$ cat src/rtl/batch_gradient_packetizer_if.sv
// Gradient line input stream and 32-bit TX output stream of the packetizer.
// Modport slave is the packetizer's view; master is the view of whatever
// sits on the other side of both streams (update logic and TCP/IP TX).
interface batch_gradient_packetizer_if #(
    parameter int FLOAT_SIZE = 32,
    parameter int PIPE_SIZE  = 16
);
    logic [FLOAT_SIZE*PIPE_SIZE-1:0] s_axis_line_TDATA;
    logic [$clog2(PIPE_SIZE):0]      s_axis_line_TWORDS;
    logic                            s_axis_line_TLAST;
    logic                            s_axis_line_TVALID;
    logic                            s_axis_line_TREADY;

    logic [FLOAT_SIZE-1:0]           m_axis_tx_TDATA;
    logic                            m_axis_tx_TVALID;
    logic                            m_axis_tx_TLAST;
    logic                            m_axis_tx_TREADY;

    modport slave (
        input  s_axis_line_TDATA, s_axis_line_TWORDS, s_axis_line_TLAST, s_axis_line_TVALID,
        output s_axis_line_TREADY,
        output m_axis_tx_TDATA, m_axis_tx_TVALID, m_axis_tx_TLAST,
        input  m_axis_tx_TREADY
    );

    modport master (
        output s_axis_line_TDATA, s_axis_line_TWORDS, s_axis_line_TLAST, s_axis_line_TVALID,
        input  s_axis_line_TREADY,
        input  m_axis_tx_TDATA, m_axis_tx_TVALID, m_axis_tx_TLAST,
        output m_axis_tx_TREADY
    );
endinterface

$ cat src/rtl/batch_gradient_packetizer.sv
// Serialises 16 x FP32 gradient lines into a 32-bit stream, lane 0 first,
// with TLAST on the final word of each batch and 1 word/cycle throughput.
// Optional feature: define BATCH_HEADER_EN to prefix every batch with one
// header word {batch_seq[15:0], 16'hB47C}.
//
// state | meaning
// IDLE  | no word pending, line input ready
// SEND  | presenting lane idx of the buffered line
// HDR   | presenting the batch header word (BATCH_HEADER_EN only)
module batch_gradient_packetizer #(
    parameter int FLOAT_SIZE = 32,
    parameter int PIPE_SIZE  = 16,
    parameter int SEQ_BITS   = 16
) (
    input  logic                    clk,
    input  logic                    rst,
    batch_gradient_packetizer_if.slave bus,
    output logic                    batch_done,
    output logic [SEQ_BITS-1:0]     batch_seq
);
    localparam int LINE_W = FLOAT_SIZE * PIPE_SIZE;
    localparam int IDX_W  = $clog2(PIPE_SIZE);
    localparam int CNT_W  = IDX_W + 1;

`ifdef BATCH_HEADER_EN
    typedef enum logic [1:0] {IDLE, SEND, HDR} state_t;
`else
    typedef enum logic [1:0] {IDLE, SEND} state_t;
`endif

    state_t                state;
    logic [LINE_W-1:0]     line_buf;
    logic [CNT_W-1:0]      n_words;
    logic [IDX_W-1:0]      idx;
    logic                  last_flag;
    logic [FLOAT_SIZE-1:0] tx_data;
    logic                  tx_valid;
    logic                  tx_last;
`ifdef BATCH_HEADER_EN
    logic                  batch_start;
`endif

    logic [FLOAT_SIZE-1:0] buf_lanes [PIPE_SIZE];
    logic [FLOAT_SIZE-1:0] in_lane0;
    logic [CNT_W-1:0]      in_words;
    logic [IDX_W-1:0]      next_idx;
    logic                  is_final;
    logic                  next_last;
    logic                  first_last;
    logic                  tx_fire;
    logic                  line_ready;
    logic                  line_fire;

`ifdef BATCH_HEADER_EN
    function automatic logic [FLOAT_SIZE-1:0] hdr_word(input logic [SEQ_BITS-1:0] seq);
        return {seq[15:0], 16'hB47C};
    endfunction
`endif

    // Lane view of the line buffer so the word mux indexes by idx directly.
    always_comb begin
        for (int k = 0; k < PIPE_SIZE; k++) begin
            buf_lanes[k] = line_buf[k*FLOAT_SIZE +: FLOAT_SIZE];
        end
    end

    // Word-count clamp, handshakes and the combinational line-ready path.
    // Ready on the final word lets the next line follow with no bubble.
    always_comb begin
        in_words   = (bus.s_axis_line_TWORDS == '0 || bus.s_axis_line_TWORDS > CNT_W'(PIPE_SIZE))
                     ? CNT_W'(PIPE_SIZE) : bus.s_axis_line_TWORDS;
        in_lane0   = bus.s_axis_line_TDATA[FLOAT_SIZE-1:0];
        first_last = bus.s_axis_line_TLAST && (in_words == CNT_W'(1));
        next_idx   = idx + IDX_W'(1);
        is_final   = ({1'b0, idx} == n_words - CNT_W'(1));
        next_last  = last_flag && ({1'b0, next_idx} == n_words - CNT_W'(1));
        tx_fire    = tx_valid && bus.m_axis_tx_TREADY;
        line_ready = (state == IDLE) || (state == SEND && bus.m_axis_tx_TREADY && is_final);
        line_fire  = bus.s_axis_line_TVALID && line_ready;
    end

    assign bus.s_axis_line_TREADY = line_ready;
    assign bus.m_axis_tx_TDATA    = tx_data;
    assign bus.m_axis_tx_TVALID   = tx_valid;
    assign bus.m_axis_tx_TLAST    = tx_last;

    // Sequencer: line capture, word stepping, batch completion bookkeeping.
    always_ff @(posedge clk) begin
        if (!rst) begin
            state      <= IDLE;
            line_buf   <= '0;
            n_words    <= '0;
            idx        <= '0;
            last_flag  <= 1'b0;
            tx_data    <= '0;
            tx_valid   <= 1'b0;
            tx_last    <= 1'b0;
            batch_done <= 1'b0;
            batch_seq  <= '0;
`ifdef BATCH_HEADER_EN
            batch_start <= 1'b1;
`endif
        end else begin
            batch_done <= tx_fire && tx_last;
            if (tx_fire && tx_last) begin
                batch_seq <= batch_seq + SEQ_BITS'(1);
`ifdef BATCH_HEADER_EN
                batch_start <= 1'b1;
`endif
            end

            if (line_fire) begin
                line_buf  <= bus.s_axis_line_TDATA;
                n_words   <= in_words;
                last_flag <= bus.s_axis_line_TLAST;
                idx       <= '0;
            end

            case (state)
                IDLE: begin
                    if (line_fire) begin
                        tx_valid <= 1'b1;
`ifdef BATCH_HEADER_EN
                        if (batch_start) begin
                            state       <= HDR;
                            tx_data     <= hdr_word(batch_seq);
                            tx_last     <= 1'b0;
                            batch_start <= 1'b0;
                        end else begin
                            state   <= SEND;
                            tx_data <= in_lane0;
                            tx_last <= first_last;
                        end
`else
                        state   <= SEND;
                        tx_data <= in_lane0;
                        tx_last <= first_last;
`endif
                    end
                end
                SEND: begin
                    if (tx_fire) begin
                        if (!is_final) begin
                            idx     <= next_idx;
                            tx_data <= buf_lanes[next_idx];
                            tx_last <= next_last;
                        end else if (line_fire) begin
`ifdef BATCH_HEADER_EN
                            // A line arriving with the TLAST word opens a new batch.
                            if (tx_last) begin
                                state       <= HDR;
                                tx_data     <= hdr_word(batch_seq + SEQ_BITS'(1));
                                tx_last     <= 1'b0;
                                batch_start <= 1'b0;
                            end else begin
                                tx_data <= in_lane0;
                                tx_last <= first_last;
                            end
`else
                            tx_data <= in_lane0;
                            tx_last <= first_last;
`endif
                        end else begin
                            state    <= IDLE;
                            tx_valid <= 1'b0;
                            tx_last  <= 1'b0;
                        end
                    end
                end
`ifdef BATCH_HEADER_EN
                HDR: begin
                    if (tx_fire) begin
                        state   <= SEND;
                        tx_data <= buf_lanes[0];
                        tx_last <= last_flag && (n_words == CNT_W'(1));
                    end
                end
`endif
                default: begin
                    state    <= IDLE;
                    tx_valid <= 1'b0;
                    tx_last  <= 1'b0;
                end
            endcase
        end
    end
endmodule
$ cat src/flat_wrapper.sv
// flat-port wrapper written by rule: the top's interface ports become plain ports
module batch_gradient_packetizer_flat 
#(
    parameter int FLOAT_SIZE = 32,
    parameter int PIPE_SIZE  = 16,
    parameter int SEQ_BITS   = 16
)
  (clk, rst, batch_done, batch_seq, bus_s_axis_line_TDATA, bus_s_axis_line_TWORDS, bus_s_axis_line_TLAST, bus_s_axis_line_TVALID, bus_s_axis_line_TREADY, bus_m_axis_tx_TDATA, bus_m_axis_tx_TVALID, bus_m_axis_tx_TLAST, bus_m_axis_tx_TREADY);
  batch_gradient_packetizer_if #(.FLOAT_SIZE(FLOAT_SIZE), .PIPE_SIZE(PIPE_SIZE)) bus_i ();
  input  logic clk;
  input  logic rst;
  output logic batch_done;
  output logic [SEQ_BITS-1:0] batch_seq;
  input wire logic [$bits(bus_i.s_axis_line_TDATA)-1:0] bus_s_axis_line_TDATA;
  input wire logic [$bits(bus_i.s_axis_line_TWORDS)-1:0] bus_s_axis_line_TWORDS;
  input wire logic [$bits(bus_i.s_axis_line_TLAST)-1:0] bus_s_axis_line_TLAST;
  input wire logic [$bits(bus_i.s_axis_line_TVALID)-1:0] bus_s_axis_line_TVALID;
  output wire logic [$bits(bus_i.s_axis_line_TREADY)-1:0] bus_s_axis_line_TREADY;
  output wire logic [$bits(bus_i.m_axis_tx_TDATA)-1:0] bus_m_axis_tx_TDATA;
  output wire logic [$bits(bus_i.m_axis_tx_TVALID)-1:0] bus_m_axis_tx_TVALID;
  output wire logic [$bits(bus_i.m_axis_tx_TLAST)-1:0] bus_m_axis_tx_TLAST;
  input wire logic [$bits(bus_i.m_axis_tx_TREADY)-1:0] bus_m_axis_tx_TREADY;
  assign bus_i.s_axis_line_TDATA = bus_s_axis_line_TDATA;
  assign bus_i.s_axis_line_TWORDS = bus_s_axis_line_TWORDS;
  assign bus_i.s_axis_line_TLAST = bus_s_axis_line_TLAST;
  assign bus_i.s_axis_line_TVALID = bus_s_axis_line_TVALID;
  assign bus_s_axis_line_TREADY = bus_i.s_axis_line_TREADY;
  assign bus_m_axis_tx_TDATA = bus_i.m_axis_tx_TDATA;
  assign bus_m_axis_tx_TVALID = bus_i.m_axis_tx_TVALID;
  assign bus_m_axis_tx_TLAST = bus_i.m_axis_tx_TLAST;
  assign bus_i.m_axis_tx_TREADY = bus_m_axis_tx_TREADY;
  batch_gradient_packetizer #(.FLOAT_SIZE(FLOAT_SIZE), .PIPE_SIZE(PIPE_SIZE), .SEQ_BITS(SEQ_BITS)) u_core (.clk(clk), .rst(rst), .bus(bus_i), .batch_done(batch_done), .batch_seq(batch_seq));
endmodule
$ cat config.mk
export PLATFORM = sky130hd
export DESIGN_NAME = batch_gradient_packetizer_flat
export DESIGN_NICKNAME = d
export VERILOG_FILES = /design/src/rtl/batch_gradient_packetizer_if.sv /design/src/rtl/batch_gradient_packetizer.sv /design/src/flat_wrapper.sv
export SDC_FILE = /design/constraint.sdc
export NUM_CORES = 1
export LEC_CHECK = 0
export ABC_CLOCK_PERIOD_IN_PS = 6600
export BUFFER_PORTS_ARGS = -buffer_cell sky130_fd_sc_hd__buf_2
export CORE_MARGIN = 2
export CORE_UTILIZATION = 45
export CTS_BUF_LIST = sky130_fd_sc_hd__clkbuf_4 sky130_fd_sc_hd__clkbuf_8
export DETAILED_ROUTE_END_ITERATION = 10
export HOLD_SLACK_MARGIN = 0.08
export PLACE_DENSITY = 0.68
export SLEW_MARGIN = 0
export SYNTH_ARGS = -nofsm -noshare
export SYNTH_HDL_FRONTEND = slang
export SYNTH_SLANG_ARGS = --single-unit
export TNS_END_PERCENT = 5
$ cat constraint.sdc
create_clock -name clk -period 6.6 [get_ports clk]
set_clock_uncertainty 0.1 [all_clocks]
set_input_delay 1.32 -clock clk [delete_from_list [all_inputs] [get_ports clk]]
set_output_delay 1.32 -clock clk [all_outputs]
set_load 0.01 [all_outputs]
; ---- Word-level counts from Yosys, hierarchy flattened
; Index checks and enable logic that the tools add are counted.
[totals]
reg_bits = 575
in_bits = 522
out_inout_bits = 52
elab_cells = 66
[op_classes]
n_addsub = 3
n_lt_le_gt_ge = 2
eq_ne = 8
muxes = 27
n_bitwise = 1
n_reduce_logical = 15
[ops]
columns = op, n
row1 = $mux 32, 5
row2 = $bmux 32 s4, 1
row3 = $pmux 32 s2, 1
row4 = $add 16x1->16 const B, 1
row5 = $mux 4, 4
row6 = $eq 4x5->1, 2
row7 = $mux 1, 8
row8 = $mux 2, 4
row9 = $logic_and 1x1->1, 7
row10 = $ne 2x1->1 const B, 3
row11 = $eq 5x1->1 const B, 1
row12 = $ge 5x5->1 const B, 1
row13 = $gt 5x5->1 const B, 1
row14 = $logic_not 5->1, 1
row15 = $mux 5, 1
row16 = $not 4->5, 1
row17 = $sub 5x1->5 const B, 1
row18 = $add 4x1->4 const B, 1
row19 = $pmux 1 s2, 2
row20 = $pmux 2 s2, 1
row21 = $reduce_and 2->1, 2
row22 = $reduce_and 4->1, 1
row23 = $eq 2x1->1 const B, 1
row24 = $logic_not 2->1, 1
row25 = 3 further kinds, 4

; ---- Longest topological paths before layout
[depth]
depth_word = 9
ltp_mapped = 10
ltp_nobuf = 7

; ---- Least setup slack after synthesis
; OpenSTA, ideal clock, no wires.
[synth_timing]
path_kind = in2out
startpoint = input port bus_m_axis_tx_TREADY
endpoint = output port bus_s_axis_line_TREADY
t_arrival_ns = 1.747
required_ns = 5.180
slack_ns = 3.433
stages = 2
path_buffers = 0
cell_sequence = inv_1 o21ai_0
[synth_via]
elab_chain_cells = 3
[synth_lines]
columns = item, line
row1 = from (decl), flat_wrapper.sv:22  ; input wire logic [$bits(bus_i.m_axis_tx_TREADY)-1:0] bus_m_axis_tx_TREADY;
row2 = $logic_and 1x1->1 (2 in a row), batch_gradient_packetizer.sv:78  ; line_ready = (state == IDLE) || (state == SEND && bus.m_axis_tx_TREADY && is_final);
row3 = $logic_or 1x1->1, batch_gradient_packetizer.sv:78
row4 = to (decl), flat_wrapper.sv:18  ; output wire logic [$bits(bus_i.s_axis_line_TREADY)-1:0] bus_s_axis_line_TREADY;
; No other way between the ends.

; ---- Final worst setup path
[layout_timing]
startpoint = register u_core.idx[0]
endpoint = register u_core.tx_data[21], in the netlist u_core.bus.m_axis_tx_TDATA[21]
[layout_via]
elab_chain_cells = 8
word_cells_on_any_way = 13
classes_between = add/sub: 1 / eq/ne: 1 / mux: 7 / bitwise: 1 / reduce/logical: 3
[layout_lines]
columns = item, line
row1 = from (decl), batch_gradient_packetizer.sv:34  ; logic [IDX_W-1:0] idx;
row2 = from (signal assigned), batch_gradient_packetizer.sv:144  ; idx <= next_idx;
row3 = $add 4x1->4 or $eq 4x5->1 (tied branches), "batch_gradient_packetizer.sv:74, batch_gradient_packetizer.sv:75"
row4 = $not 4->5 (not written as such) or $logic_and 1x1->1 (tied branches), "batch_gradient_packetizer.sv:145, batch_gradient_packetizer.sv:78"
row5 = $bmux 32 s4 or $logic_or 1x1->1 (tied branches), "batch_gradient_packetizer.sv:145, batch_gradient_packetizer.sv:78"
row6 = $mux 32 (not written as such) or $logic_and 1x1->1 (tied branches), "batch_gradient_packetizer.sv:145, batch_gradient_packetizer.sv:79"
row7 = $mux 32 (on tied branches), n/a
row8 = $mux 32, batch_gradient_packetizer.sv:143  ; if (!is_final) begin
row9 = $mux 32, batch_gradient_packetizer.sv:142  ; if (tx_fire) begin
row10 = $pmux 32 s2 (*), batch_gradient_packetizer.sv:119  ; case (state)
row11 = to (signal assigned), batch_gradient_packetizer.sv:136  ; tx_data <= in_lane0;
row12 = to (signal assigned), batch_gradient_packetizer.sv:145  ; tx_data <= buf_lanes[next_idx];
row13 = to (signal assigned), batch_gradient_packetizer.sv:160  ; tx_data <= in_lane0;
row14 = to (decl), batch_gradient_packetizer.sv:36  ; logic [FLOAT_SIZE-1:0] tx_data;
; Mark *: on every way between the ends. The rest lies on a longest branch, timed or not. The select of a mux whose other input is x is not followed.
; A chain may end at the register's enable or synchronous reset.

==> impl_metrics.prom <==
# TYPE chip_impl_metric gauge
chip_impl_metric{name="post_cts.repair.setup_buffers",unit=""} 0
chip_impl_metric{name="cts.sink_count",unit=""} 573
chip_impl_metric{name="initial_core_util",unit=""} 0.4563
chip_impl_info{name="most_common_cell_in_the_synthesized_netlist",value="dfxtp_1"} 1
chip_impl_metric{name="power_report.internal_total",unit="mW"} 6.083
chip_impl_metric{name="synth_top_cell_area_share",unit=""} 0.4349
chip_impl_metric{name="routed-wl-met3",unit="um"} 8445
chip_impl_metric{name="wire_length_of_the_first_global_routing_pass",unit="um"} 145600
chip_impl_metric{name="power.switching",unit="mW"} 2.397
chip_impl_metric{name="worstPathArrival",unit="ns"} 4.60
chip_impl_metric{name="grt.overflow.total",unit=""} 0
chip_impl_metric{name="synth.ff_latch_count",unit=""} 573
chip_impl_metric{name="detail_route.wirelength.met1",unit="um"} 41790
chip_impl_metric{name="dr_total_vias",unit=""} 25520
chip_impl_info{name="hp-class",value="reg -> reg"} 1
chip_impl_metric{name="drt_first_pass_iters",unit=""} 6
chip_impl_metric{name="worst_setup_hold_path_clk_slew",unit="ns"} 0.06
chip_impl_metric{name="synth.yosys.warnings",unit=""} 0
chip_impl_metric{name="power.sequential.fraction",unit=""} 0.447
chip_impl_metric{name="die_width",unit="um"} 246.1
chip_impl_metric{name="cts_repair_resize_count",unit=""} 0
chip_impl_metric{name="core-area",unit="um2"} 57810
chip_impl_metric{name="yosysSeqAreaShare",unit=""} 0.4349
chip_impl_metric{name="drtIter0Drc",unit=""} 3368
chip_impl_info{name="synth_largest_area_cell",value="dfxtp_1"} 1
chip_impl_metric{name="core_rows",unit=""} 88
chip_impl_metric{name="fmax",unit="GHz"} 0.2435
chip_impl_metric{name="synthDistinctLibCells",unit=""} 49
chip_impl_metric{name="final_cycle_share",unit=""} 0.6223
chip_impl_metric{name="numCtsBuffers",unit=""} 99
chip_impl_metric{name="cp_max_fo",unit=""} 40
chip_impl_metric{name="worst_r2r_path_depth",unit=""} 7
chip_impl_metric{name="post_dp_cell_area",unit="um2"} 29210
chip_impl_metric{name="power_frac_comb",unit=""} 0.145
chip_impl_info{name="cp-end-kind",value="register"} 1
chip_impl_metric{name="tightest_slew",unit="ns"} 1.131
chip_impl_metric{name="postSynthCellCount",unit=""} 2984
chip_impl_info{name="post_synth_main_area_contributors",value="dfxtp_1 (43%), mux4_2 (11%), a21oi_1 (9.8%)"} 1
chip_impl_metric{name="globalplace.congestion",unit=""} 0.8656
chip_impl_metric{name="clk_path_buf_depth",unit=""} 3
chip_impl_info{name="status",value="finished, final reports clean"} 1
chip_impl_metric{name="async_reset_ff_frac",unit=""} 0
chip_impl_metric{name="top_level_pins",unit=""} 574
chip_impl_metric{name="met2WireLength",unit="um"} 45790
chip_impl_metric{name="finalSetupViolCount",unit=""} 0
chip_impl_info{name="tritoncts_clock_tree",value="yes"} 1
chip_impl_metric{name="h_tree_depth",unit=""} 3
chip_impl_metric{name="maximum_number_of_pins_on_one_net_before_global_route_repair",unit=""} 226
chip_impl_metric{name="worst-endpoint-required",unit="ns"} 7.09
chip_impl_metric{name="syn2layout_area_growth",unit="%"} 18.79
chip_impl_metric{name="place.detailed.hpwl",unit="um"} 68250
chip_impl_metric{name="synthesis.nets",unit=""} 3510
chip_impl_metric{name="worstSkewPairLatency",unit="ns"} 0.71
chip_impl_info{name="rsz_0062_raised_after_global_routing",value="false"} 1
chip_impl_info{name="startpoint_type",value="register"} 1
chip_impl_info{name="cts_root_buffer",value="clkbuf_8"} 1
chip_impl_metric{name="min_delay_path_depth",unit=""} 2
chip_impl_metric{name="power.switching_fraction",unit=""} 0.2827
chip_impl_metric{name="syn_area_per_cell",unit="um2"} 8.838
chip_impl_metric{name="cts-hold-fix-buffers",unit=""} 0
chip_impl_metric{name="synth_edf_count",unit=""} 0
chip_impl_metric{name="setup_tns",unit="ns"} 0
chip_impl_info{name="crit_type",value="reg -> reg"} 1
chip_impl_metric{name="ir_drop",unit="mV"} 0.1876
chip_impl_metric{name="minimum_clock_period_after_layout",unit="ns"} 4.107
chip_impl_metric{name="nNetsFinal",unit=""} 3873
chip_impl_info{name="highest-signal-layer",value="met5"} 1
chip_impl_metric{name="drc",unit=""} 0
chip_impl_metric{name="synthesis.area",unit="um2"} 26370
chip_impl_metric{name="die_area",unit="um2"} 60560
chip_impl_metric{name="power.density",unit="nW/um2"} 270.7
chip_impl_metric{name="wirelength",unit="um"} 100000
chip_impl_metric{name="antenna_found_initial",unit=""} 23
chip_impl_metric{name="detail_route.vias_per_cell",unit=""} 6.086
chip_impl_metric{name="total_leakage_power",unit="nW"} 11.55
chip_impl_info{name="post_synth_most_frequent_cells",value="dfxtp_1 (573), a21oi_1 (519), nand3_1 (519)"} 1
chip_impl_metric{name="worst_slew_margin_rel",unit=""} 0.2462
chip_impl_metric{name="final_util",unit=""} 0.5420
chip_impl_metric{name="finalHoldViolations",unit=""} 0
chip_impl_metric{name="via_count_of_the_first_global_routing_pass",unit=""} 23120
chip_impl_metric{name="drive_gt1_frac",unit=""} 0.2796
chip_impl_metric{name="post_drt_wl_per_cell",unit="um"} 23.85
chip_impl_metric{name="antenna_left",unit=""} 0
chip_impl_metric{name="cap_viol_max_count",unit=""} 0
chip_impl_metric{name="finalMaxSlewViolations",unit=""} 0
chip_impl_metric{name="placement.io_buffers",unit=""} 573
chip_impl_metric{name="final_design_area_no_fill",unit="um2"} 31330
chip_impl_metric{name="power.share.clock",unit=""} 0.408
chip_impl_metric{name="die_height",unit="um"} 246.1
chip_impl_info{name="synth-main-ff-cell",value="dfxtp_1"} 1
chip_impl_metric{name="grt_use_total",unit=""} 0.3159
==> placed cells by master, fill, tap and decap left out, types with 4 or more instances in the layout <==
| cell | instances |
|---|---|
| xor2_1 | 15 |
| bufinv_16 | 4 |
| a31oi_1 | 32 |
| inv_8 | 4 |
| clkbuf_8 | 118 |
| a22o_1 | 32 |
| inv_1 | 5 |
| clkinv_2 | 4 |
| clkbuf_4 | 33 |
| diode_2 | 16 |
| xnor2_1 | 7 |
| nand2_1 | 111 |
| nand3_1 | 519 |
| mux2_2 | 32 |
| nand3b_1 | 4 |
| mux4_2 | 128 |
| dfxtp_1 | 572 |
| o21ai_0 | 518 |
| nor2_1 | 18 |
| buf_12 | 13 |
| buf_2 | 573 |
| buf_4 | 30 |
| and3_1 | 4 |
| mux2i_1 | 65 |
| a21oi_1 | 519 |
| nand4_1 | 5 |
==> flip-flops by register name, summed over array words and instances, names as in the netlist, 4 cells and up <==
register and count:
u_core.line_buf 512, u_core.batch_seq 16, u_core.bus.m_axis_tx_TDATA 32, u_core.idx 4, u_core.n_words 5
==> through the flow <==
stage	power [mW]	worst slack (ns)	hold WS, ns	cells
after global placement	5.063	2.442	0.3580	4011
after global routing	8.783	2.352	0.3879	4184
final	8.480	2.493	0.3711	4193
after CTS	8.504	2.459	0.3710	4177
after floorplan	4.557	3.433	0.3505	2984
after detailed placement	5.074	2.461	0.3629	4011
==> routing by layer <==
metal	vias up	global-route usage
met5	-	0
met4	20	0.1169
met3	209	0.06808
met2	1116	0.4879
met1	12440	0.4338
li1	11730	-
==> cell families (layout without fill, tap and decap cells) <==
group,after synthesis,in the layout,share of synthesized area
compound gates,1118,1118,0.2208
xor+xnor,27,27,0.01058
fa+ha+maj,4,4,0.001898
buf+inv,360,788,0.05978
flops,573,573,0.4349
mux,225,225,0.1476
other cells,0,16,0
simple gates,677,677,0.1243
==> final timing paths <==
path / startpoint / to / slack [ns]
hold / removal: u_core.line_buf[151]$_SDFFE_PN0N_ / u_core.line_buf[151]$_SDFFE_PN0N_ / 0.37
hold reg to reg: u_core.line_buf[151]$_SDFFE_PN0N_ / u_core.line_buf[151]$_SDFFE_PN0N_ / 0.37
setup / recovery: u_core.idx[0]$_SDFF_PN0_ / u_core.bus.m_axis_tx_TDATA[21]$_SDFFE_PN0P_ / 2.49
setup reg to reg: u_core.idx[0]$_SDFF_PN0_ / u_core.bus.m_axis_tx_TDATA[21]$_SDFFE_PN0P_ / 2.49
==> power by group through the flow <==
| stage | logic (mW) | registers, mW | clock network, mW |
|---|---|---|---|
| after floorplan | 0.752 | 3.80 | 0 |
| after detailed placement | 1.21 | 3.86 | 0 |
| after CTS | 1.22 | 3.79 | 3.50 |
| after global placement | 1.21 | 3.86 | 0 |
| after global routing | 1.32 | 3.81 | 3.66 |
| final | 1.23 | 3.79 | 3.46 |
==> worst max-delay path, cell delays in order, from the launching register on <==
cell	delay (ns)
dfxtp_4	0.81
ha_4	0.78
buf_4	0.43
mux4_2	0.59
mux2i_1	0.69
mux2_2	0.29
nand2_1	0.05
a22o_1	0.21
==> area by class of cell <==
type / count / area, um2
Fill cell: 5494 / 26480
Clock buffer: 151 / 1872
Timing Repair Buffer: 616 / 3353
Tap cell: 765 / 957.2
Clock inverter: 15 / 207.7
Sequential cell: 573 / 11470
Multi-Input combinational cell: 2051 / 13400
Inverter: 6 / 30.03
Antenna cell: 16 / 40.04
Power figures use the tool's default switching activity.
